--- config.mk ---
export PLATFORM = sky130hd
export DESIGN_NAME = deck_shuffler
export DESIGN_NICKNAME = d
export VERILOG_FILES = /design/src/rtl/card_pkg.sv /design/src/rtl/lfsr16.sv /design/src/rtl/deck_shuffler.sv
export SDC_FILE = /design/constraint.sdc
export NUM_CORES = 1
export LEC_CHECK = 0
export CORE_ASPECT_RATIO = 0.5
export CORE_MARGIN = 5
export CORE_UTILIZATION = 31
export CTS_CLUSTER_DIAMETER = 150
export DETAILED_ROUTE_END_ITERATION = 12
export GPL_TIMING_DRIVEN = 1
export SETUP_SLACK_MARGIN = 0.3
export SLEW_MARGIN = 0
export SYNTH_ARGS = -nofsm -noshare
export SYNTH_HDL_FRONTEND = slang
export SYNTH_SLANG_ARGS = --single-unit
--- constraint.sdc ---
create_clock -name clk -period 10.7 [get_ports clk]
set_input_delay 1.605 -clock clk [delete_from_list [all_inputs] [get_ports clk]]
set_output_delay 1.605 -clock clk [all_outputs]
set_load 0.005 [all_outputs]
--- src/rtl/card_pkg.sv ---
// Shared definitions for the card-handling blocks: deck geometry, shuffler states,
// LFSR constants and the Fisher-Yates index scaling helper.
package card_pkg;

    localparam int          DECK_SIZE_DEF = 52;
    localparam int          ADDR_W        = 6;
    localparam int          CARD_W        = 7;
    localparam logic [15:0] LFSR_TAPS     = 16'hB400;
    localparam logic [15:0] LFSR_SEED_DEF = 16'hACE1;

    typedef enum logic [2:0] {
        ST_IDLE,
        ST_RD_I,
        ST_RD_J,
        ST_CAP_J,
        ST_WR_I,
        ST_WR_J,
        ST_DONE
    } shuf_state_t;

    // Scales r = lfsr[5:0] into 0..i as (r * (i+1)) >> 6. The multiplier is 7 bits
    // because i+1 reaches 64 for a full deck; 63*64 still fits the 12-bit product.
    function automatic logic [ADDR_W-1:0] pick_j(input logic [15:0]       lfsr,
                                                 input logic [ADDR_W-1:0] i);
        logic [ADDR_W:0] n;
        logic [11:0]     p;
        n = {1'b0, i} + 7'd1;
        p = 12'(lfsr[5:0]) * 12'(n);
        return p[11:6];
    endfunction

endpackage

--- src/rtl/lfsr16.sv ---
// 16-bit Galois LFSR; a zero seed is replaced by the default so the register never locks up.
module lfsr16
    import card_pkg::*;
(
    input  logic        clk,
    input  logic        rst,
    input  logic        load,
    input  logic [15:0] seed,
    input  logic        step,
    output logic [15:0] q
);

    always_ff @(posedge clk or negedge rst) begin
        if (!rst) begin
            q <= LFSR_SEED_DEF;
        end else if (load) begin
            q <= (seed == 16'h0000) ? LFSR_SEED_DEF : seed;
        end else if (step) begin
            q <= q[0] ? ((q >> 1) ^ LFSR_TAPS) : (q >> 1);
        end
    end

endmodule

--- src/rtl/deck_shuffler.sv ---
// In-place Fisher-Yates shuffle of an external synchronous-read deck memory,
// five cycles per swap (read i, read j, capture, write i, write j).
//
// state  | meaning
// IDLE   | waiting for start; memory port owned by the top level
// RD_I   | present address i, register j from the LFSR
// RD_J   | present address j, capture card_i
// CAP_J  | capture card_j
// WR_I   | write card_j to address i
// WR_J   | write card_i to address j, step LFSR, next i or finish
// DONE   | one-cycle done pulse
module deck_shuffler
    import card_pkg::*;
#(
    parameter int DECK_SIZE = DECK_SIZE_DEF
) (
    input  logic              clk,
    input  logic              rst,
    input  logic              start,
    input  logic [15:0]       seed,
    output logic              busy,
    output logic              done,
    output logic [ADDR_W-1:0] deck_addr,
    output logic              deck_wen,
    output logic [CARD_W-1:0] deck_data_in,
    input  logic [CARD_W-1:0] deck_data_out
);

    shuf_state_t       state, state_nx;
    logic [ADDR_W-1:0] i_q, j_q;
    logic [CARD_W-1:0] card_i, card_j;
    logic [15:0]       lfsr_q;
    logic              lfsr_load, lfsr_step;

    lfsr16 u_lfsr (
        .clk  (clk),
        .rst  (rst),
        .load (lfsr_load),
        .seed (seed),
        .step (lfsr_step),
        .q    (lfsr_q)
    );

    always_ff @(posedge clk or negedge rst) begin
        if (!rst) begin
            state  <= ST_IDLE;
            i_q    <= '0;
            j_q    <= '0;
            card_i <= '0;
            card_j <= '0;
        end else begin
            state <= state_nx;
            case (state)
                ST_IDLE:  if (start) i_q <= ADDR_W'(DECK_SIZE - 1);
                ST_RD_I:  j_q <= pick_j(lfsr_q, i_q);
                ST_RD_J:  card_i <= deck_data_out;
                ST_CAP_J: card_j <= deck_data_out;
                ST_WR_J:  if (i_q != ADDR_W'(1)) i_q <= i_q - ADDR_W'(1);
                default:  ;
            endcase
        end
    end

    // Outputs decode from state only, so an async reset clears them at once.
    always_comb begin
        state_nx     = state;
        busy         = 1'b1;
        done         = 1'b0;
        deck_addr    = '0;
        deck_wen     = 1'b0;
        deck_data_in = '0;
        lfsr_load    = 1'b0;
        lfsr_step    = 1'b0;
        case (state)
            ST_IDLE: begin
                busy = 1'b0;
                if (start) begin
                    lfsr_load = 1'b1;
                    state_nx  = ST_RD_I;
                end
            end
            ST_RD_I: begin
                deck_addr = i_q;
                state_nx  = ST_RD_J;
            end
            ST_RD_J: begin
                deck_addr = j_q;
                state_nx  = ST_CAP_J;
            end
            ST_CAP_J: begin
                state_nx = ST_WR_I;
            end
            ST_WR_I: begin
                deck_addr    = i_q;
                deck_data_in = card_j;
                deck_wen     = 1'b1;
                state_nx     = ST_WR_J;
            end
            ST_WR_J: begin
                deck_addr    = j_q;
                deck_data_in = card_i;
                deck_wen     = 1'b1;
                lfsr_step    = 1'b1;
                state_nx     = (i_q == ADDR_W'(1)) ? ST_DONE : ST_RD_I;
            end
            ST_DONE: begin
                done     = 1'b1;
                state_nx = ST_IDLE;
            end
            default: begin
                state_nx = ST_IDLE;
            end
        endcase
    end

endmodule

==> out/qor.txt <==
Status: complete, no violations
Crit path top cell by count: fa_1
Nets: 470
Clk_lat worst skew: 0.29 ns
Drt pass-1 iters: 4
Max transition margin: 0.288
Most common cell after layout, fill and taps aside: nand2_1
Worst Hold End: u_lfsr.q[6]
Routability Congestion: 0.809
RSZ-0062 raised after global routing: false
Area of the multi-input gates: 2160 sq um
Top cell type by total area after synthesis: dfrtp_1
Setup Fix Bufs, Post-CTS: 0
Sequential fraction of the synthesis area: 0.327
Drt wl/cell: 14.2 um
DR vias/cell: 4.78
Min-delay src: u_lfsr.q[7]
Num ports: 42
Total Wirelength: 7800 um
Cell Area, Placed: 3980 sq um
Synth unique cells: 42
Synth top area share: 0.267
Die height: 84.8 um
Ranking of synthesized cells by area: dfrtp_1 27%, fa_1 11%, ha_1 7.2%
Post-Syn Area per Cell: 9.26 sq um
Initial antenna violation count: 0
CP top delay family: adder cells
Max-slew violations: 0
Reg2reg setup slack: 6.14 ns
WS Path Type: flip-flop to flip-flop
Yosys warns: 0
Die width: 160 um
Synthesized area: 3470 sq um
Layout filler cell count: 1,090
DPL Wire Length: 5810 um
CTS Buf Count: 5
Critical Path Max Stage Delay: 0.58 ns
Final Hold Vio Count: 0
Flops & latches, synth: 45
Area added between synthesis and finish: 18.9%
Row cnt: 27
CTS-repair resized insts: 0
Initial DRC count: 219
Layout cells sized above 1: 0.0911
Clock Tree Buf Depth: 2
Critical Path RT: 10.87 ns
Max_cap viols: 0
Worst path cell trace: ha_1 -> nand3_1 -> xor2_1 -> nor2b_1 -> fa_1 -> inv_1 -> fa_1 -> inv_1 -> fa_1 -> ha_1 -> nand4_1 -> o21ai_1 -> a21oi_1 -> o21bai_1 -> xnor2_1 -> o21ai_1
Antenna-violating nets left: 0
Post-route cell area: 4130 sq um
Async S/R FF share, synth: 1.00
Startpoint Class: flip-flop
Hold Crit Class: flip-flop to flip-flop
Worst Path Buf+Inv: 2
Fin cells: 551
Total track usage: 0.122
Skew final: 0.00302 ns
CP max FO: 11
Grt ovf: 0
Path depth of the worst reg2reg path: 16
Initial Util: 0.316
Peak Freq: 219 MHz
Antenna cell count: 0
Arr. time, crit path: 4.73 ns
Core area: 11,000 sq um
R2R Path End: j_q[2]
Clock Tree Root: clkbuf_16
Largest net degree at the start of global routing: 46
Worst Hold Path Cells: 2
Most frequent cells in the layout: 48 x nand2_1, 40 x clkdlybuf4s50_1, 37 x dfrtp_1, 34 x nor2_1, 25 x inv_1
Synthesized Nets: 440
RR Startpoint: i_q[0]
Die ar.: 13,500 sq um
DRC Markers: 0
CTS HTree Levels: 2
Tmin final: 4.56 ns
Slowest stage cell, crit path: dfrtp_1
Least-Margin Pin Slew: 1.06 ns
EDFF count, synth: 0
Vias post-DR: 2,635
Reg area: 1140 sq um
CTS tree: built
Worst setup EP type: flip-flop
Period utilization: 0.426
# hold bufs at CTS: 0
Final Setup Violations: 0
Global-route wire length before repair: 13,700 um
Clock sinks: 45
Placed Cells: 543
Port bufs: 41
Mapped Cells: 375
Reg clk slew, reported paths: 0.07 ns
Dominant synthesized flop cell: dfrtp_1
Setup_tns: 0 ns
Number of global-route vias before repair: 2,675
-- Yosys cell counts, types with 2 or more instances --
cell      count
nand2_1      48
dfrtp_1      37
nor2_1       34
inv_1        25
nor2b_1      23
ha_1         20
fa_1         19
xnor2_1      16
and2_1       15
mux2_2       14
o21ai_0      13
a21oi_1      11
a31oi_1       9
clkbuf_1      9
dfstp_2       8
a22oi_1       7
buf_2         7
mux2i_1       7
o21ai_1       6
xor2_1        6
nand3_1       5
nor4_1        4
o22ai_1       4
a21o_1        3
and3_1        3
nand3b_1      3
nand4_1       2
nand4b_1      2
nor3_1        2
-- flip-flops by register name, summed over array words and instances, names as in the netlist --
register	count
card_j	7
card_i	7
j_q	6
i_q	6
u_lfsr.q	16
state	3
-- through the flow --
step / hold slack [ns] / worst slack (ns) / utilization
2_1_floorplan: 0.465 / 6.73 / -
3_3_place_gp: 0.473 / 6.31 / 0.362
3_5_place_dp: 0.477 / 6.14 / 0.362
4_1_cts: 0.487 / 6.12 / 0.376
5_1_grt: 0.496 / 5.81 / 0.376
6_report: 0.491 / 6.14 / 0.376
-- per-layer routing --
| layer | routed length [um] | GRT usage | up-vias |
|---|---|---|---|
| li1 | - | - | 1309 |
| met5 | 0 | 0 | - |
| met4 | 41 | 0.0260 | 0 |
| met3 | 220 | 0.0218 | 2 |
| met1 | 3970 | 0.175 | 1292 |
| met2 | 3560 | 0.192 | 32 |
-- worst max path at each step --
stage           start  endpoint  depth (start not counted)
2_1_floorplan  i_q[1]    j_q[5]                         16
3_3_place_gp   i_q[0]    j_q[5]                         16
6_report       i_q[0]    j_q[2]                         16
5_1_grt        i_q[0]    j_q[2]                         16
4_1_cts        i_q[0]    j_q[2]                         16
3_5_place_dp   i_q[0]    j_q[2]                         16
-- worst min-delay path, stage by stage (launching register included) --
cell	delay (ns)
dfstp_2	0.37
nand2_1	0.05
a31oi_1	0.07
-- final cells by class --
type / count / share of cell area
flip-flops and latches: 45 / 0.275
well taps: 145 / 0.0439
clock buffers: 6 / 0.0336
multi-input cells: 287 / 0.523
inverters: 25 / 0.0227
repair buffers: 41 / 0.0981
clock inverters: 2 / 0.00394
-- logic make-up (layout without fill, tap and decap cells) --
| logic type | Yosys count | in the layout | share of synthesized area |
|---|---|---|---|
| compound gates | 56 | 56 | 0.0976 |
| xor+xnor | 22 | 22 | 0.0555 |
| flops | 45 | 45 | 0.327 |
| simple gates | 149 | 149 | 0.222 |
| mux | 21 | 21 | 0.0656 |
| fa+ha+maj | 39 | 39 | 0.182 |
| buf+inv | 43 | 74 | 0.0511 |
Power is not shown: default switching activity piles up to over one toggle a cycle in this logic, so the estimate is an artifact.
